===== config.mk =====
export PLATFORM = sky130hd
export DESIGN_NAME = instr_encoder_writer
export DESIGN_NICKNAME = d
export VERILOG_FILES = /design/src/rtl/instr_encoder_writer.sv
export SDC_FILE = /design/constraint.sdc
export NUM_CORES = 1
export LEC_CHECK = 0
export BUFFER_PORTS_ARGS = -buffer_cell sky130_fd_sc_hd__buf_2
export CAP_MARGIN = 20
export CORE_UTILIZATION = 60
export DETAILED_ROUTE_END_ITERATION = 12
export PLACE_DENSITY = 0.84
export SETUP_SLACK_MARGIN = 0.4
export SLEW_MARGIN = 20
export SYNTH_ARGS = -nofsm -noshare
export SYNTH_HDL_FRONTEND = slang
export SYNTH_SLANG_ARGS = --single-unit

===== constraint.sdc =====
create_clock -name clk_i -period 7 [get_ports clk_i]
set_clock_uncertainty 0.1 [all_clocks]
set_input_delay 1.4 -clock clk_i [delete_from_list [all_inputs] [get_ports clk_i]]
set_output_delay 1.4 -clock clk_i [all_outputs]
set_load 0.03 [all_outputs]

===== src/rtl/instr_encoder_writer.sv =====
// Encodes MIPS instruction commands into 32-bit words and streams them into instruction memory.
// One-cycle command-to-write latency through a small FIFO; cmd_ready_o depends only on FIFO occupancy.

// Synchronous FIFO with an extra wrap bit on each pointer to tell full from empty.
module iew_fifo #(
  parameter int W     = 32,
  parameter int DEPTH = 4
) (
  input  logic         clk_i,
  input  logic         rst_i,
  input  logic         push_i,
  input  logic [W-1:0] push_dat_i,
  input  logic         pop_i,
  output logic [W-1:0] head_dat_o,
  output logic         full_o,
  output logic         empty_o
);
  localparam int AW = $clog2(DEPTH);

  logic [W-1:0] mem_q [DEPTH];
  logic [AW:0]  wr_ptr_q, wr_ptr_d;
  logic [AW:0]  rd_ptr_q, rd_ptr_d;
  logic         do_push, do_pop;

  assign full_o  = (wr_ptr_q[AW] != rd_ptr_q[AW]) && (wr_ptr_q[AW-1:0] == rd_ptr_q[AW-1:0]);
  assign empty_o = (wr_ptr_q == rd_ptr_q);
  assign do_push = push_i && !full_o;
  assign do_pop  = pop_i && !empty_o;
  assign head_dat_o = mem_q[rd_ptr_q[AW-1:0]];

  always_comb begin
    wr_ptr_d = wr_ptr_q;
    rd_ptr_d = rd_ptr_q;
    if (do_push) wr_ptr_d = wr_ptr_q + 1'b1;
    if (do_pop)  rd_ptr_d = rd_ptr_q + 1'b1;
  end

  always_ff @(posedge clk_i) begin
    if (rst_i) begin
      wr_ptr_q <= '0;
      rd_ptr_q <= '0;
    end else begin
      wr_ptr_q <= wr_ptr_d;
      rd_ptr_q <= rd_ptr_d;
    end
  end

  // Storage is not reset: entries are only visible once pushed.
  always_ff @(posedge clk_i) begin
    if (do_push) mem_q[wr_ptr_q[AW-1:0]] <= push_dat_i;
  end
endmodule

module instr_encoder_writer #(
  parameter int DEPTH     = 4,
  parameter int ADDR_W    = 8,
  parameter int BASE_ADDR = 0
) (
  input  logic              clk_i,
  input  logic              rst_i,
  input  logic              cmd_valid_i,
  output logic              cmd_ready_o,
  input  logic [2:0]        cmd_kind_i,
  input  logic [4:0]        cmd_rs_i,
  input  logic [4:0]        cmd_rt_i,
  input  logic [4:0]        cmd_rd_i,
  input  logic [5:0]        cmd_funct_i,
  input  logic [15:0]       cmd_imm_i,
  output logic              mem_we_o,
  output logic [ADDR_W-1:0] mem_addr_o,
  output logic [31:0]       mem_data_o,
  input  logic              mem_ready_i,
  output logic [ADDR_W:0]   wr_count_o,
  output logic              err_o
);
  localparam logic [2:0] KIND_R    = 3'd0;
  localparam logic [2:0] KIND_BEQ  = 3'd1;
  localparam logic [2:0] KIND_ADDI = 3'd2;
  localparam logic [2:0] KIND_SLTI = 3'd3;

  logic [31:0]       enc_dat;
  logic              enc_legal;
  logic              cmd_acc;
  logic              push;
  logic              wr_done;
  logic              fifo_full, fifo_empty;
  logic [31:0]       head_dat;
  logic [ADDR_W-1:0] addr_q, addr_d;
  logic [ADDR_W:0]   wr_count_q, wr_count_d;
  logic              err_q, err_d;

  always_comb begin
    enc_dat   = 32'h0;
    enc_legal = 1'b1;
    case (cmd_kind_i)
      KIND_R:    enc_dat = {6'b000000, cmd_rs_i, cmd_rt_i, cmd_rd_i, 5'b00000, cmd_funct_i};
      KIND_BEQ:  enc_dat = {6'b000100, cmd_rs_i, cmd_rt_i, cmd_imm_i};
      KIND_ADDI: enc_dat = {6'b001000, cmd_rs_i, cmd_rt_i, cmd_imm_i};
      KIND_SLTI: enc_dat = {6'b001010, cmd_rs_i, cmd_rt_i, cmd_imm_i};
      default:   enc_legal = 1'b0;
    endcase
  end

  // Illegal kinds are consumed so the sender never stalls on them.
  assign cmd_ready_o = !fifo_full;
  assign cmd_acc     = cmd_valid_i && cmd_ready_o;
  assign push        = cmd_acc && enc_legal;

  iew_fifo #(.W(32), .DEPTH(DEPTH)) u_fifo (
    .clk_i      (clk_i),
    .rst_i      (rst_i),
    .push_i     (push),
    .push_dat_i (enc_dat),
    .pop_i      (wr_done),
    .head_dat_o (head_dat),
    .full_o     (fifo_full),
    .empty_o    (fifo_empty)
  );

  assign mem_we_o   = !fifo_empty;
  assign mem_data_o = fifo_empty ? 32'h0 : head_dat;
  assign mem_addr_o = addr_q;
  assign wr_count_o = wr_count_q;
  assign err_o      = err_q;
  assign wr_done    = mem_we_o && mem_ready_i;

  // Address wraps to zero naturally, not back to BASE_ADDR.
  always_comb begin
    addr_d     = addr_q;
    wr_count_d = wr_count_q;
    err_d      = err_q || (cmd_acc && !enc_legal);
    if (wr_done) begin
      addr_d = addr_q + 1'b1;
      if (wr_count_q != {(ADDR_W+1){1'b1}}) wr_count_d = wr_count_q + 1'b1;
    end
  end

  always_ff @(posedge clk_i) begin
    if (rst_i) begin
      addr_q     <= ADDR_W'(BASE_ADDR);
      wr_count_q <= '0;
      err_q      <= 1'b0;
    end else begin
      addr_q     <= addr_d;
      wr_count_q <= wr_count_d;
      err_q      <= err_d;
    end
  end
endmodule


# == Word level (Yosys, flattened, before mapping) ==
# Memories as Yosys holds them, arrays and structs flattened. A register that Yosys moved wholly into a read port is not among the register bits.
# Index checks and enable logic that the tools add are counted.
# Widths: inputs -> output; s select.
# classes
addsub,4
n_mul,0
n_div,0
order_cmp,0
n_eq_ne,7
n_shift,0
mux,7
bitwise,0
n_reduce_logical,14
# op_table
operator,n
$pmux 30 s4,1
$mux 32,1
$add 9x1->9 const B,1
$ne 9x9->1 const B,1
$add 8x1->8 const B,1
$logic_and 1x1->1,7
$add 3x1->3 const B,2
$eq 3x2->1 const B,2
$mux 2,2
$reduce_or 4->1,1
$eq 3x1->1 const B,1
$eq 3x3->1,1
$logic_not 1->1,3
$logic_not 3->1,1
$mux 1,3
$eq 2x2->1,1
$reduce_and 2->1,1
$logic_or 1x1->1,1
$ne 1x1->1,1
# totals
ff_bits,24
latch_bits,0
ramBits,120
rom_bits,0
inputBits,44
output_inout_bits,52
elab_cells,38
mem_count,1
# mem_list
name,depth,width,read_ports,rd_ports_with_merged_regs,write_ports,line_no,text
u_fifo.mem_q,4,30,1,1,1,20,logic [W-1:0] mem_q [DEPTH];

# == Longest topological paths before layout ==
# depth
ltp_word,8
mapped_depth,8
depth_no_buf,8

# == Cells and area by module ==
# From an unflattened synthesis, not the netlist that was laid out.
# hier_totals
cells_unflattened,421
hier_area_um2,6491.2
# modules_own_cells
module,instances,cells_per_inst,area_each_um2
iew_fifo,1,235,5177.5
instr_encoder_writer,1,186,1313.8

# == Worst setup path before layout ==
# OpenSTA, ideal clock, no wires.
# synth_path
path_kind,reg-to-output
start,reg u_fifo.wr_ptr_q[0]
end,out mem_data_o[19]
arrival_time_ns,1.827
path_slack_ns,3.673
path_stages_with_launch,7
cell_sequence,dfxtp_1 -> xnor2_1 -> and3_1 -> clkbuf_1 -> inv_1 -> clkbuf_1 -> and2_1
# synth_between
elab_chain_cells,2
# synth_lines
item,line_no,text
from (decl),21,"logic [AW:0] wr_ptr_q, wr_ptr_d;"
from (signal assigned),43,wr_ptr_q <= wr_ptr_d;
$eq 3x3->1,26,assign empty_o = (wr_ptr_q == rd_ptr_q);
$mux 32,121,assign mem_data_o = fifo_empty ? 32'h0 : head_dat;
to (decl),71,"output logic [31:0] mem_data_o,"
# No other way between the ends.

# == Worst setup path after layout ==
# layout_path
start,reg u_fifo.wr_ptr_q[1]
end,out mem_data_o[3]
# The elaborated chain is that of the path after synthesis.

==> impl_metrics.tcl <==
set metrics [dict create \
    finalCritPeriodShare 0.620 \
    num_antenna_cells 0 \
    final_layout_size_suffix_gt1_frac 0.329 \
    yosys_most_used_dff "edfxtp_1" \
    io_buffer_count 92 \
    yosysSeqAreaShare 0.675 \
    cp-startpoint "u_fifo.wr_ptr_q[1]$_SDFFE_PP0P_" \
    stdcell_area_um2 7010 \
    die_width_um 101 \
    synth_most_common_cell "edfxtp_1" \
    vias 3578 \
    grt_max_degree 31 \
    crit_path_start_kind "flop" \
    pin_count 96 \
    setup_tns_ns 0 \
    wl_per_cell_um 19.1 \
    groute.usage.overall 0.250 \
    yosys_warnings 0 \
    r2r_slack_ns 4.35 \
    ys_top_cells_by_count "116 x edfxtp_1, 39 x and2_1, 29 x mux4_2, 29 x nand2_1, 26 x dfxtp_1" \
    finish.utilization 0.745 \
    overflow 0 \
    post-place-cells 588 \
    cts_repair_resize_count 0 \
    r2r-start "u_fifo.wr_ptr_q[0]$_SDFFE_PP0P_" \
    whs_ns 0.375 \
    tightestPinTransition_ns 0.853 \
    synth_cell_types 38 \
    start_util 0.630 \
    max_slew_margin 0.431 \
    clock-sinks 142 \
    outcome "finished clean" \
    rsz0062_at_grt "false" \
    avgSynthCellArea_um2 15.4 \
    finalNetCount 530 \
    clk_latency_ns 0.51 \
    place_area_um2 6470 \
    yosysTopAreaCellShare 0.588 \
    ir_drop_v 0.000228 \
    worst_slack_ns 2.66 \
    viasPerCell 5.78 \
    setup.worst_path.end_class "output port" \
    core_um2 9420 \
    met2_length_um 6280 \
    rows 35 \
    n_fill_cell 588 \
    worstPathMaxFanout 30 \
    wl_met3_um 643 \
    syn_inst 385 \
    ys_ff_latch 142 \
    r2r_end "u_fifo.mem_q[3][7]$_DFFE_PP_" \
    path_clk_slew_ns 0.06 \
    synthTopCellsByArea "edfxtp_1 59%, mux4_2 11%, dfxtp_1 8.8%" \
    worstSetupEndpoint "mem_data_o[3]" \
    ff2ff_path_depth 4 \
    dpl.hpwl_um 7000 \
    power_density_nw_per_um2 300 \
    dieArea_um2 10300 \
    cts_tree "done" \
    drt_pass1_iterations 4 \
    drv_cap 0 \
    routed.top_layer "met4" \
    cts_made_buffers 17 \
    fmax_mhz 230 \
    synth-edff-count 116 \
    area_growth_pct 18.3 \
    clock-root-buffer "clkbuf_8" \
    die_y_um 101 \
    grt_pass1_wl_um 18400 \
    finalNonFillerCells 619 \
    finalCriticalPeriod_ns 4.34 \
    timing.final.max_slew_violations 0 \
    drt_first_iter_violations 237 \
    cts_hold_buf 0 \
    final-hold-violation-count 0 \
    gp_congestion 0.770 \
    hold_class "reg2reg" \
    worst_ep_arrival_time_ns 2.84 \
    setup_viol 0 \
    wl_met1_um 4690 \
    total_power_mw 2.10 \
    synth-async-reset-ratio 0 \
    grt_pass1_vias 3615 \
    drc 0 \
    cts_setup_buffers 0 \
    dp_slack_ns 3.28 \
    cts_buffer_depth 2 \
    required_ns 5.50 \
    yosys.area.top_type "edfxtp_1" \
    drt_wl_total_um 11800 \
    synth_area_um2 5930 \
    ant_nets 0 \
    grt_antenna_before_repair 0 \
    htreeDepth 4 \
    crit_type "reg2out" \
    power.leakage_nw 2.56 \
]
-- worst min-delay path by stage --
stage / startpoint / to / slack, ns / depth (start not counted)
final: err_o$_SDFF_PP0_ / err_o$_SDFF_PP0_ / 0.38 / 2
after global routing: mem_addr_o[7]$_SDFFE_PP0P_ / mem_addr_o[7]$_SDFFE_PP0P_ / 0.40 / 2
after floorplan: u_fifo.rd_ptr_q[2]$_SDFFE_PP0P_ / u_fifo.rd_ptr_q[2]$_SDFFE_PP0P_ / 0.39 / 2
after global placement: err_o$_SDFF_PP0_ / err_o$_SDFF_PP0_ / 0.34 / 2
after detailed placement: err_o$_SDFF_PP0_ / err_o$_SDFF_PP0_ / 0.37 / 2
after CTS: err_o$_SDFF_PP0_ / err_o$_SDFF_PP0_ / 0.38 / 2
-- power breakdown --
part	leakage (nW)	switching [mW]	total, mW	internal [mW]
combinational	1.02	0.202	0.327	0.125
clock	0.254	0.337	0.804	0.468
sequential	1.28	0.0321	0.972	0.940
-- sequential cells by signal, summed over array words and instances, names as in the netlist, named ones only --
name / flops
u_fifo.mem_q: 116
u_fifo.rd_ptr_q: 3
mem_addr_o: 8
wr_count_o: 9
err_o: 1
u_fifo.wr_ptr_q: 3
-- kinds of logic (layout without fill, tap and decap cells) --
logic type      Yosys count  in the layout  share of synthesized area
buf+inv                  29            132                     0.0222
flops                   142            142                      0.675
compound gates           44             44                     0.0462
xor+xnor                 11             11                     0.0163
fa+ha+maj                 8              8                     0.0169
other cells               1              3                   0.000633
mux                      32             32                      0.115
simple gates            118            118                      0.107
-- layout make-up --
cell class              count  area [µm²]  area share
well taps                 129         161      0.0230
repair buffers             95         483      0.0689
clock buffers              17         414      0.0591
flip-flops and latches    142        4010       0.572
inverters                   6        22.5     0.00321
clock inverters            14         119      0.0170
multi-input cells         216        1800       0.257
-- per-layer routing --
metal,up-vias,track usage
met2,152,0.414
met4,0,0.124
met3,19,0.0559
li1,1635,-
met5,-,0
met1,1772,0.316
-- placed cells by master, fill, tap and decap left out, types with 5 or more instances in the layout --
cell and count:
nand3_1 5, and2_1 37, dfxtp_1 25, nor2_1 15, xnor2_1 8, ha_1 8, inv_1 6, buf_2 92
clkbuf_16 16, a21oi_1 23, edfxtp_1 116, nand2_1 29, nor2b_1 11, o21ai_0 5, o31ai_1 6, mux4_2 29
or4_1 6
-- worst max-delay path: stages, from the launching register on --
cell and delay, ns:
dfxtp_1 0.37, xnor2_1 0.60, and3_1 0.41, inv_1 0.44, and2_1 0.32, buf_2 0.18
No activity file was read; power rests on OpenSTA's default activity.
